`config.mk`:
```
export PLATFORM = sky130hd
export DESIGN_NAME = gb_cpu_idu_burst
export DESIGN_NICKNAME = d
export VERILOG_FILES = /design/src/rtl/gb_cpu_common_pkg.sv /design/src/rtl/gb_cpu_idu_step.sv /design/src/rtl/gb_cpu_idu_burst.sv
export SDC_FILE = /design/constraint.sdc
export NUM_CORES = 1
export LEC_CHECK = 0
export CORE_MARGIN = 4
export CORE_UTILIZATION = 54
export DETAILED_ROUTE_END_ITERATION = 12
export PLACE_DENSITY = 0.78
export SLEW_MARGIN = 15
export SYNTH_ARGS = -nofsm -noshare
export SYNTH_HDL_FRONTEND = slang
export SYNTH_HIERARCHICAL = 1
export SYNTH_SLANG_ARGS = --single-unit
```
`constraint.sdc`:
```
create_clock -name clk -period 3.8 [get_ports clk]
set_clock_uncertainty 0.15 [all_clocks]
set_input_delay 0.38 -clock clk [delete_from_list [all_inputs] [get_ports clk]]
set_output_delay 0.38 -clock clk [all_outputs]
set_load 0.02 [all_outputs]
```
`src/rtl/gb_cpu_common_pkg.sv`:
```
// rtl/gb_cpu_common_pkg.sv - shared CPU types: IDU step opcodes and burst FSM states
package gb_cpu_common_pkg;

    typedef enum logic [1:0] {
        IDU_NOP = 2'd0,
        IDU_INC = 2'd1,
        IDU_DEC = 2'd2
    } idu_op_t;

    typedef enum logic [1:0] {
        IDLE = 2'd0,
        RUN  = 2'd1,
        DONE = 2'd2
    } idu_burst_state_t;

endpackage

```
`src/rtl/gb_cpu_idu_step.sv`:
```
// rtl/gb_cpu_idu_step.sv - combinational +1/-1/hold step with modulo wrap detect
module gb_cpu_idu_step
    import gb_cpu_common_pkg::*;
#(
    parameter int WIDTH = 16
) (
    input  idu_op_t          opcode_i,
    input  logic [WIDTH-1:0] value_i,
    output logic [WIDTH-1:0] next_o,
    output logic             wrap_o
);

    always_comb begin
        next_o = value_i;
        wrap_o = 1'b0;
        case (opcode_i)
            IDU_INC: begin
                next_o = value_i + WIDTH'(1);
                wrap_o = &value_i;
            end
            IDU_DEC: begin
                next_o = value_i - WIDTH'(1);
                wrap_o = ~|value_i;
            end
            default: begin
                next_o = value_i;
                wrap_o = 1'b0;
            end
        endcase
    end

endmodule

```
`src/rtl/gb_cpu_idu_burst.sv`:
```
// rtl/gb_cpu_idu_burst.sv - sequential IDU emitting a stepped address burst over valid/ready
module gb_cpu_idu_burst
    import gb_cpu_common_pkg::*;
#(
    parameter int WIDTH   = 16,
    parameter int COUNT_W = 8
) (
    input  logic               clk,
    input  logic               reset,
    input  logic               start_i,
    input  idu_op_t            opcode_i,
    input  logic [WIDTH-1:0]   base_i,
    input  logic [COUNT_W-1:0] count_i,
    output logic [WIDTH-1:0]   addr_o,
    output logic               addr_valid_o,
    input  logic               addr_ready_i,
    output logic               busy_o,
    output logic               done_o,
    output logic               wrap_o
);

    idu_burst_state_t   state_q, state_d;
    idu_op_t            opcode_q, opcode_d;
    logic [WIDTH-1:0]   addr_q, addr_d;
    logic [COUNT_W-1:0] remaining_q, remaining_d;
    logic               wrap_q, wrap_d;

    logic [WIDTH-1:0]   step_next;
    logic               step_wrap;

    gb_cpu_idu_step #(.WIDTH(WIDTH)) u_step (
        .opcode_i (opcode_q),
        .value_i  (addr_q),
        .next_o   (step_next),
        .wrap_o   (step_wrap)
    );

    always_ff @(posedge clk or posedge reset) begin
        if (reset) begin
            state_q     <= IDLE;
            opcode_q    <= IDU_NOP;
            addr_q      <= '0;
            remaining_q <= '0;
            wrap_q      <= 1'b0;
        end else begin
            state_q     <= state_d;
            opcode_q    <= opcode_d;
            addr_q      <= addr_d;
            remaining_q <= remaining_d;
            wrap_q      <= wrap_d;
        end
    end

    always_comb begin
        state_d     = state_q;
        opcode_d    = opcode_q;
        addr_d      = addr_q;
        remaining_d = remaining_q;
        wrap_d      = wrap_q;
        case (state_q)
            IDLE: begin
                if (start_i) begin
                    opcode_d    = opcode_i;
                    addr_d      = base_i;
                    remaining_d = count_i;
                    wrap_d      = 1'b0;
                    state_d     = (count_i != '0) ? RUN : DONE;
                end
            end
            RUN: begin
                // The step is applied on every handshake, including the last, so
                // addr_o ends at base +/- count for register writeback.
                if (addr_ready_i) begin
                    addr_d      = step_next;
                    remaining_d = remaining_q - COUNT_W'(1);
                    wrap_d      = wrap_q | step_wrap;
                    if (remaining_q == COUNT_W'(1)) begin
                        state_d = DONE;
                    end
                end
            end
            DONE:    state_d = IDLE;
            default: state_d = IDLE;
        endcase
    end

    assign addr_o       = addr_q;
    assign addr_valid_o = (state_q == RUN);
    assign busy_o       = (state_q != IDLE);
    assign done_o       = (state_q == DONE);
    assign wrap_o       = wrap_q;

endmodule

```
==> reports/metrics.yaml, run 1 <==
power_and_ir_drop:
  p_seq_share_pct: 24.1
  intPower_w: 0.00169
  sw_frac_of_total_pct: 52.2
  vdd_drop_max_v: 0.000700
  power.switching_w: 0.00185
  p_leak_nw: 1.37
  p_total_w: 0.00354
  pwr-share-comb_pct: 66.4
  clkPwrFrac_pct: 9.5
  p_per_area_nw_per_um2: 1010
critical_path:
  path_delay_family: "buffers and inverters"
  critPathBufInv: 3
  end_kind: "flop"
  path_common_cell: "inv_1"
  crit_arrival_ps: 2810
  worst_setup_path_start_kind: "flop"
  cpPeakStageDelay_ps: 400
  cp_cell_sequence: "inv_1, ha_1, buf_4, inv_1, mux2i_1, a21bo_2, o2111ai_1, o211ai_1, xor2_1, nand2_1, a31oi_1"
  worstPathMaxFanout: 44
  crit_type: "reg -> reg"
  required_ps: 3780
  cp_slowest_cell: "dfrtp_1"
drt:
  routedWlPerCell_um: 16.5
  viasPerCell: 6.29
  drt_iter0_markers: 318
  drc_errors: 0
  drt-pass1-iter-count: 6
  wirelength_um: 8200
  num_vias: 3128
  ant_nets: 0
timing:
  relSlewSlack_pct: 46.7
  rsz0062_at_grt: "false"
  clock.fmax_mhz: 353
  finalSetupViolCount: 0
  final_hold_viol_count: 0
  holdWs_ps: 326
  setup-tns-final_ps: 0
  period_minus_slack_ps: 2830
  fin_crit_sh_pct: 74.5
  worstMarginPinSlew_ps: 800
  slew_viol_final: 0
place:
  gp_congestion: 0.955
  dp_hpwl_um: 5710
  portBuffers: 49
  place_area_sq_um: 3380
layout:
  n_fill_cell: 447
  multi_input_area_sq_um: 1970
  seq_area_sq_um: 726
  num_antenna_cells: 0
  final_net_count: 462
  fin_util_pct: 67.5
  fin_area_sq_um: 3490
  area_growth_pct: 20.4
  final_layout_size_suffix_gt1_share_pct: 7.96
yosys:
  yosysUniqueCellTypes: 67
  ys_seq_area_share_pct: 25.0
  synth_edf_count: 0
  async_flop_share_pct: 100
  syn_area_per_cell_sq_um: 7.32
  synth_top_flop_cell: "dfrtp_1"
  ys_seq_elements: 29
  synth_area_sq_um: 2900
  syn_nets: 432
  netlist_instances: 396
  ys_warn_count: 6
min_path:
  hold_class: "in -> async"
outcome:
  outcome: "completed"
clock_network:
  cts_sinks: 29
  cts_buffers: 5
  postCtsResizedCells: 0
  cts_htree_levels: 2
  clk_pin_slew_ps: 70
  clk-insertion-delay-late_ps: 280
  cts_root_buf: "clkbuf_8"
  cts_tree: "done"
  cts_setup_buffers: 0
  clk_path_buf_depth: 2
  hold_buffers: 0
grt:
  grt_pass1_wl_um: 13600
  antenna_found_initial: 0
  busiest_layer: "met2"
  grtUsageTotal_pct: 26.2
  global_route.usage.met3_pct: 4.66
  use_met1_pct: 38.1
  use_met2_pct: 40.3
  grt_pass1_vias: 2793
  overflow: 0
  grt_max_degree: 45
floorplan:
  die_area_sq_um: 6610
  die_width_um: 81.3
  rows: 26
  coreArea_sq_um: 5170
  die_y_um: 81.3
  ios: 50
  initial_utilization_pct: 56.1
run:
  cap_viol_max_count: 0
[cell usage after synthesis (4+ instances only)]
library cell	number	area, sq um
xor2_1	8	70.1
mux2i_1	5	50.1
nand2_1	59	221
nor2b_1	8	50.1
a31oi_1	20	125
nand4_1	9	56.3
o211ai_1	4	30.0
or3_1	4	25.0
nand2b_1	7	43.8
ha_1	6	75.1
nor3b_1	4	30.0
a32oi_1	4	35.0
o21a_1	5	37.5
o21ai_0	13	65.1
dfrtp_1	29	726
nand3_1	9	45.0
clkbuf_1	11	41.3
nor3_1	12	60.1
inv_1	13	48.8
xnor2_1	6	52.6
a21oi_1	25	125
a21o_1	6	45.0
o22a_1	4	35.0
nor4_1	4	25.0
nor2_1	42	158
buf_2	21	105
[state kept, by name, indices dropped and copies added, names as in the netlist]
signal       count
addr_o          16
opcode_q         2
remaining_q      8
state_q          2
wrap_o           1
[cell type report]
| class | count | area share (%) |
|---|---|---|
| Timing Repair Buffer | 56 | 15.5 |
| Clock buffer | 7 | 2.47 |
| Multi-Input combinational cell | 320 | 56.3 |
| Sequential cell | 29 | 20.8 |
| Inverter | 14 | 1.50 |
| Clock inverter | 1 | 0.860 |
| Tap cell | 70 | 2.51 |
[worst paths after layout]
| kind | startpoint | endpoint | slack [ps] | cells past startpoint |
|---|---|---|---|---|
| min in group clk | remaining_q[7]$_DFFE_PP0P_ | remaining_q[7]$_DFFE_PP0P_ | 370 | 1 |
| hold / removal | reset | addr_o[1]$_DFFE_PP0P_ | 330 | 3 |
| setup reg to reg | opcode_q[0]$_DFFE_PP0P_ | addr_o[12]$_DFFE_PP0P_ | 970 | 11 |
| setup / recovery | opcode_q[0]$_DFFE_PP0P_ | addr_o[12]$_DFFE_PP0P_ | 970 | 11 |
| max in group asynchronous | reset | addr_o[12]$_DFFE_PP0P_ | 2890 | 3 |
| hold reg to reg | remaining_q[7]$_DFFE_PP0P_ | remaining_q[7]$_DFFE_PP0P_ | 370 | 1 |
[cell families after synthesis]
| logic type | Yosys count | synth area share [%] |
|---|---|---|
| buffers and inverters | 47 | 7.25 |
| DFF | 29 | 25.0 |
| muxes | 9 | 3.41 |
| AOI/OAI and AO/OA | 115 | 27.6 |
| and+or+nand+nor | 176 | 29.9 |
| xor gates and xnor gates | 14 | 4.23 |
| adders and majority gates | 6 | 2.59 |
[per-layer routing]
metal	routed length [um]	share of wire, %
met1	3730	46
met2	3730	45
met3	637	7.8
met4	103	1.3
met5	0	0
[power groups by stage]
stage	clock network, W	registers [W]	logic, W
2_1_floorplan	0	0.000719	0.00182
3_3_place_gp	0	0.000841	0.00227
3_5_place_dp	0	0.000848	0.00231
4_1_cts	0.000343	0.000844	0.00233
5_1_grt	0.000359	0.000899	0.00256
6_report	0.000336	0.000854	0.00235
[worst min-delay path: stages]
cell	delay [ps]
clkdlybuf4s50_1	400
inv_1	50
buf_4	350
[layout by cell type, fill, tap and decap left out, drive strengths merged, types with 3 or more instances in the layout]
cell type      count
a211oi             4
a21o               6
a21oi             29
a31oi             20
a32oi              4
and3               3
buf                7
clkbuf             7
clkdlybuf4s50     49
dfrtp             29
ha                 6
inv               13
mux2               4
mux2i              5
nand2             59
nand2b             7
nand3              9
nand4              9
nor2              43
nor2b              8
nor3              13
nor3b              4
nor4               5
o211ai             4
o21a               5
o21ai             16
o22a               4
o31a               3
or3                4
xnor2              6
xor2               8
[metrics by stage]
step                      setup slack (ps)  instances
after floorplan                        758        396
after global placement                1100        489
after detailed placement               995        489
after CTS                              975        497
after global routing                   794        497
final                                  969        497
(Power assumes the default switching activity.)
==> run 2: changes to the inputs <==
Clock period 3.8 ns to 3 ns, I/O delays scaled along.
==> run 2 against run 1 <==
Against the previous run: critical endpoint is now addr_o[14]$_DFFE_PP0P_; global-route usage increased by 0.094 points; die area unchanged; critical path depth increased by 1; via count decreased by 3.0%; largest cell class unchanged; non-clock buffer count increased by 8; register-to-register slack got worse by 660 ps.
==> reports/metrics.yaml, run 2 (same netlist as run 1, synthesis figures left out) <==
drt:
  ant_nets: 0  # unchanged
  drt_iter0_markers: 276  # -13%
  routedWlPerCell_um: 16.3  # -1.5%
  drt-pass1-iter-count: 5  # -1
  wirelength_um: 8210  # +0.13%
  drc_errors: 0  # unchanged
  viasPerCell: 6.01  # -4.6%
  num_vias: 3033  # -3.0%
timing:
  holdWs_ps: 239  # -86.3 ps
  finalSetupViolCount: 0  # unchanged
  setup_slack_ps: 309  # -660 ps
  relSlewSlack_pct: 57.3  # +11 points
  fin_crit_sh_pct: 89.7  # +15 points
  final_hold_viol_count: 0  # unchanged
  period_minus_slack_ps: 2690  # -140 ps
  setup-tns-final_ps: 0  # unchanged
  worstMarginPinSlew_ps: 636  # -165 ps
  rsz0062_at_grt: "false"
  slew_viol_final: 0  # unchanged
  clock.fmax_mhz: 372  # +5.2%
layout:
  seq_area_sq_um: 726  # unchanged
  final_net_count: 470  # +1.7%
  fin_util_pct: 68.9  # +1.3 points
  layout_common_cells: "nand2_1, clkdlybuf4s50_1, nor2_1"
  area_growth_pct: 22.8
  n_fill_cell: 442  # -1.1%
  largest_register_ffs: 16  # unchanged
  final_layout_size_suffix_gt1_share_pct: 10.1  # +2.2 points
  mostFrequentLayoutCell: "nand2_1"
  multi_input_area_sq_um: 1980  # +0.45%
  num_antenna_cells: 0  # unchanged
critical_path:
  worstPathMaxFanout: 7  # -84%
  crit_arrival_ps: 2740  # -70 ps
  crit_type: "reg -> reg"
  worst_setup_path_start_kind: "flop"
  end_kind: "flop"
  r2r_end: "addr_o[14]$_DFFE_PP0P_"
  reg2reg_depth: 12  # +1
  reg2reg_setup_slack_ps: 310  # -660 ps
  reg2reg_from: "opcode_q[0]$_DFFE_PP0P_"
  required_ps: 3050  # -730 ps
floorplan:
  coreArea_sq_um: 5170  # unchanged
  die_y_um: 81.3  # unchanged
  ios: 50  # unchanged
  die_width_um: 81.3  # unchanged
  die_area_sq_um: 6610  # unchanged
  rows: 26  # unchanged
  initial_utilization_pct: 56.1  # unchanged
place:
  portBuffers: 49  # unchanged
  dp_hpwl_um: 6010  # +5.4%
  gp_congestion: 0.951  # -0.38%
  place_ws_ps: 342  # -653 ps
grt:
  grtUsageTotal_pct: 26.3  # +0.094 points
  grt_pass1_wl_um: 13500  # -0.31%
  overflow: 0  # unchanged
  grt_max_degree: 30  # -33%
  antenna_found_initial: 0  # unchanged
  grt_pass1_vias: 2785  # -0.29%
clock_network:
  cts_buffers: 5  # unchanged
  clk_path_buf_depth: 2  # unchanged
  clk-insertion-delay-late_ps: 280  # about the same
  postCtsResizedCells: 0  # unchanged
  cts_htree_levels: 2  # unchanged
  cts_setup_buffers: 0  # unchanged
  cts_tree: "done"
  cts_sinks: 29  # unchanged
  hold_buffers: 0  # unchanged
  clk_pin_slew_ps: 70  # about the same
  cts_root_buf: "clkbuf_8"
power_and_ir_drop:
  vdd_drop_max_v: 0.000820  # +17%
  p_leak_nw: 1.41  # +2.7%
  p_per_area_nw_per_um2: 1290  # +27%
outcome:
  outcome: "completed"
min_path:
  hold_class: "in -> async"
run:
  cap_viol_max_count: 0  # unchanged
-- run 2: changes by cell type in the layout (fill, tap and decap cells not counted) --
cell / previous run / this run
buf_4: 7 / 15
ha_1: 6 / 5
ha_2: 0 / 1
nor4_1: 4 / 3
nor4_2: 0 / 1
-- run 2: routing by layer --
layer | routed length, um | global-route usage (%) | vias up
li1 | - | - | 1502
met1 | 3860 | 38.7 | 1407
met2 | 3710 | 40.2 | 113
met3 | 557 | 4.32 | 11
met4 | 87 | 6.08 | 0
met5 | 0 | 0 | -
-- run 2: area by class of cell --
class	count	area share, %
flip-flops and latches	29	20.4
clock inverters	1	0.843
repair buffers	64	16.9
inverters	14	1.48
multi-input cells	320	55.5
clock buffers	7	2.42
well taps	70	2.46
-- run 2: worst max path at each step --
stage	start	to	slack (ps)	depth (start not counted)
global route	opcode_q[0]$_DFFE_PP0P_	addr_o[12]$_DFFE_PP0P_	60	12
CTS	opcode_q[0]$_DFFE_PP0P_	addr_o[13]$_DFFE_PP0P_	310	11
finish	opcode_q[0]$_DFFE_PP0P_	addr_o[14]$_DFFE_PP0P_	310	12
global placement	opcode_q[0]$_DFFE_PP0P_	addr_o[13]$_DFFE_PP0P_	400	11
floorplan	opcode_q[0]$_DFFE_PP0P_	addr_o[4]$_DFFE_PP0P_	30	15
detailed placement	opcode_q[0]$_DFFE_PP0P_	addr_o[13]$_DFFE_PP0P_	340	11
-- run 2: critical path: stages (launching register included) --
cell and delay [ps]:
dfrtp_1 370, inv_1 70, ha_2 200, xor2_1 160, ha_1 200, and3b_1 200
o21ai_2 280, a22oi_1 140, o21ai_1 340, a2111o_1 150, o2111a_1 160, nand2_1 50
a31oi_1 150
-- run 2: power breakdown --
| part | total [W] | switching, W | leakage [nW] | internal, W |
|---|---|---|---|---|
| sequential | 0.00103 | 0.000447 | 0.331 | 0.000582 |
| combinational | 0.00313 | 0.00176 | 1.02 | 0.00137 |
| clock | 0.000429 | 0.000158 | 0.0585 | 0.000271 |
-- run 2: through the flow --
step                      std cells  power [W]  area (sq um)
after floorplan                 396    0.00323          2910
after global placement          497    0.00404          3450
after detailed placement        497    0.00411          3450
after CTS                       505    0.00455          3560
after global routing            505    0.00497          3560
final                           505    0.00459          3560
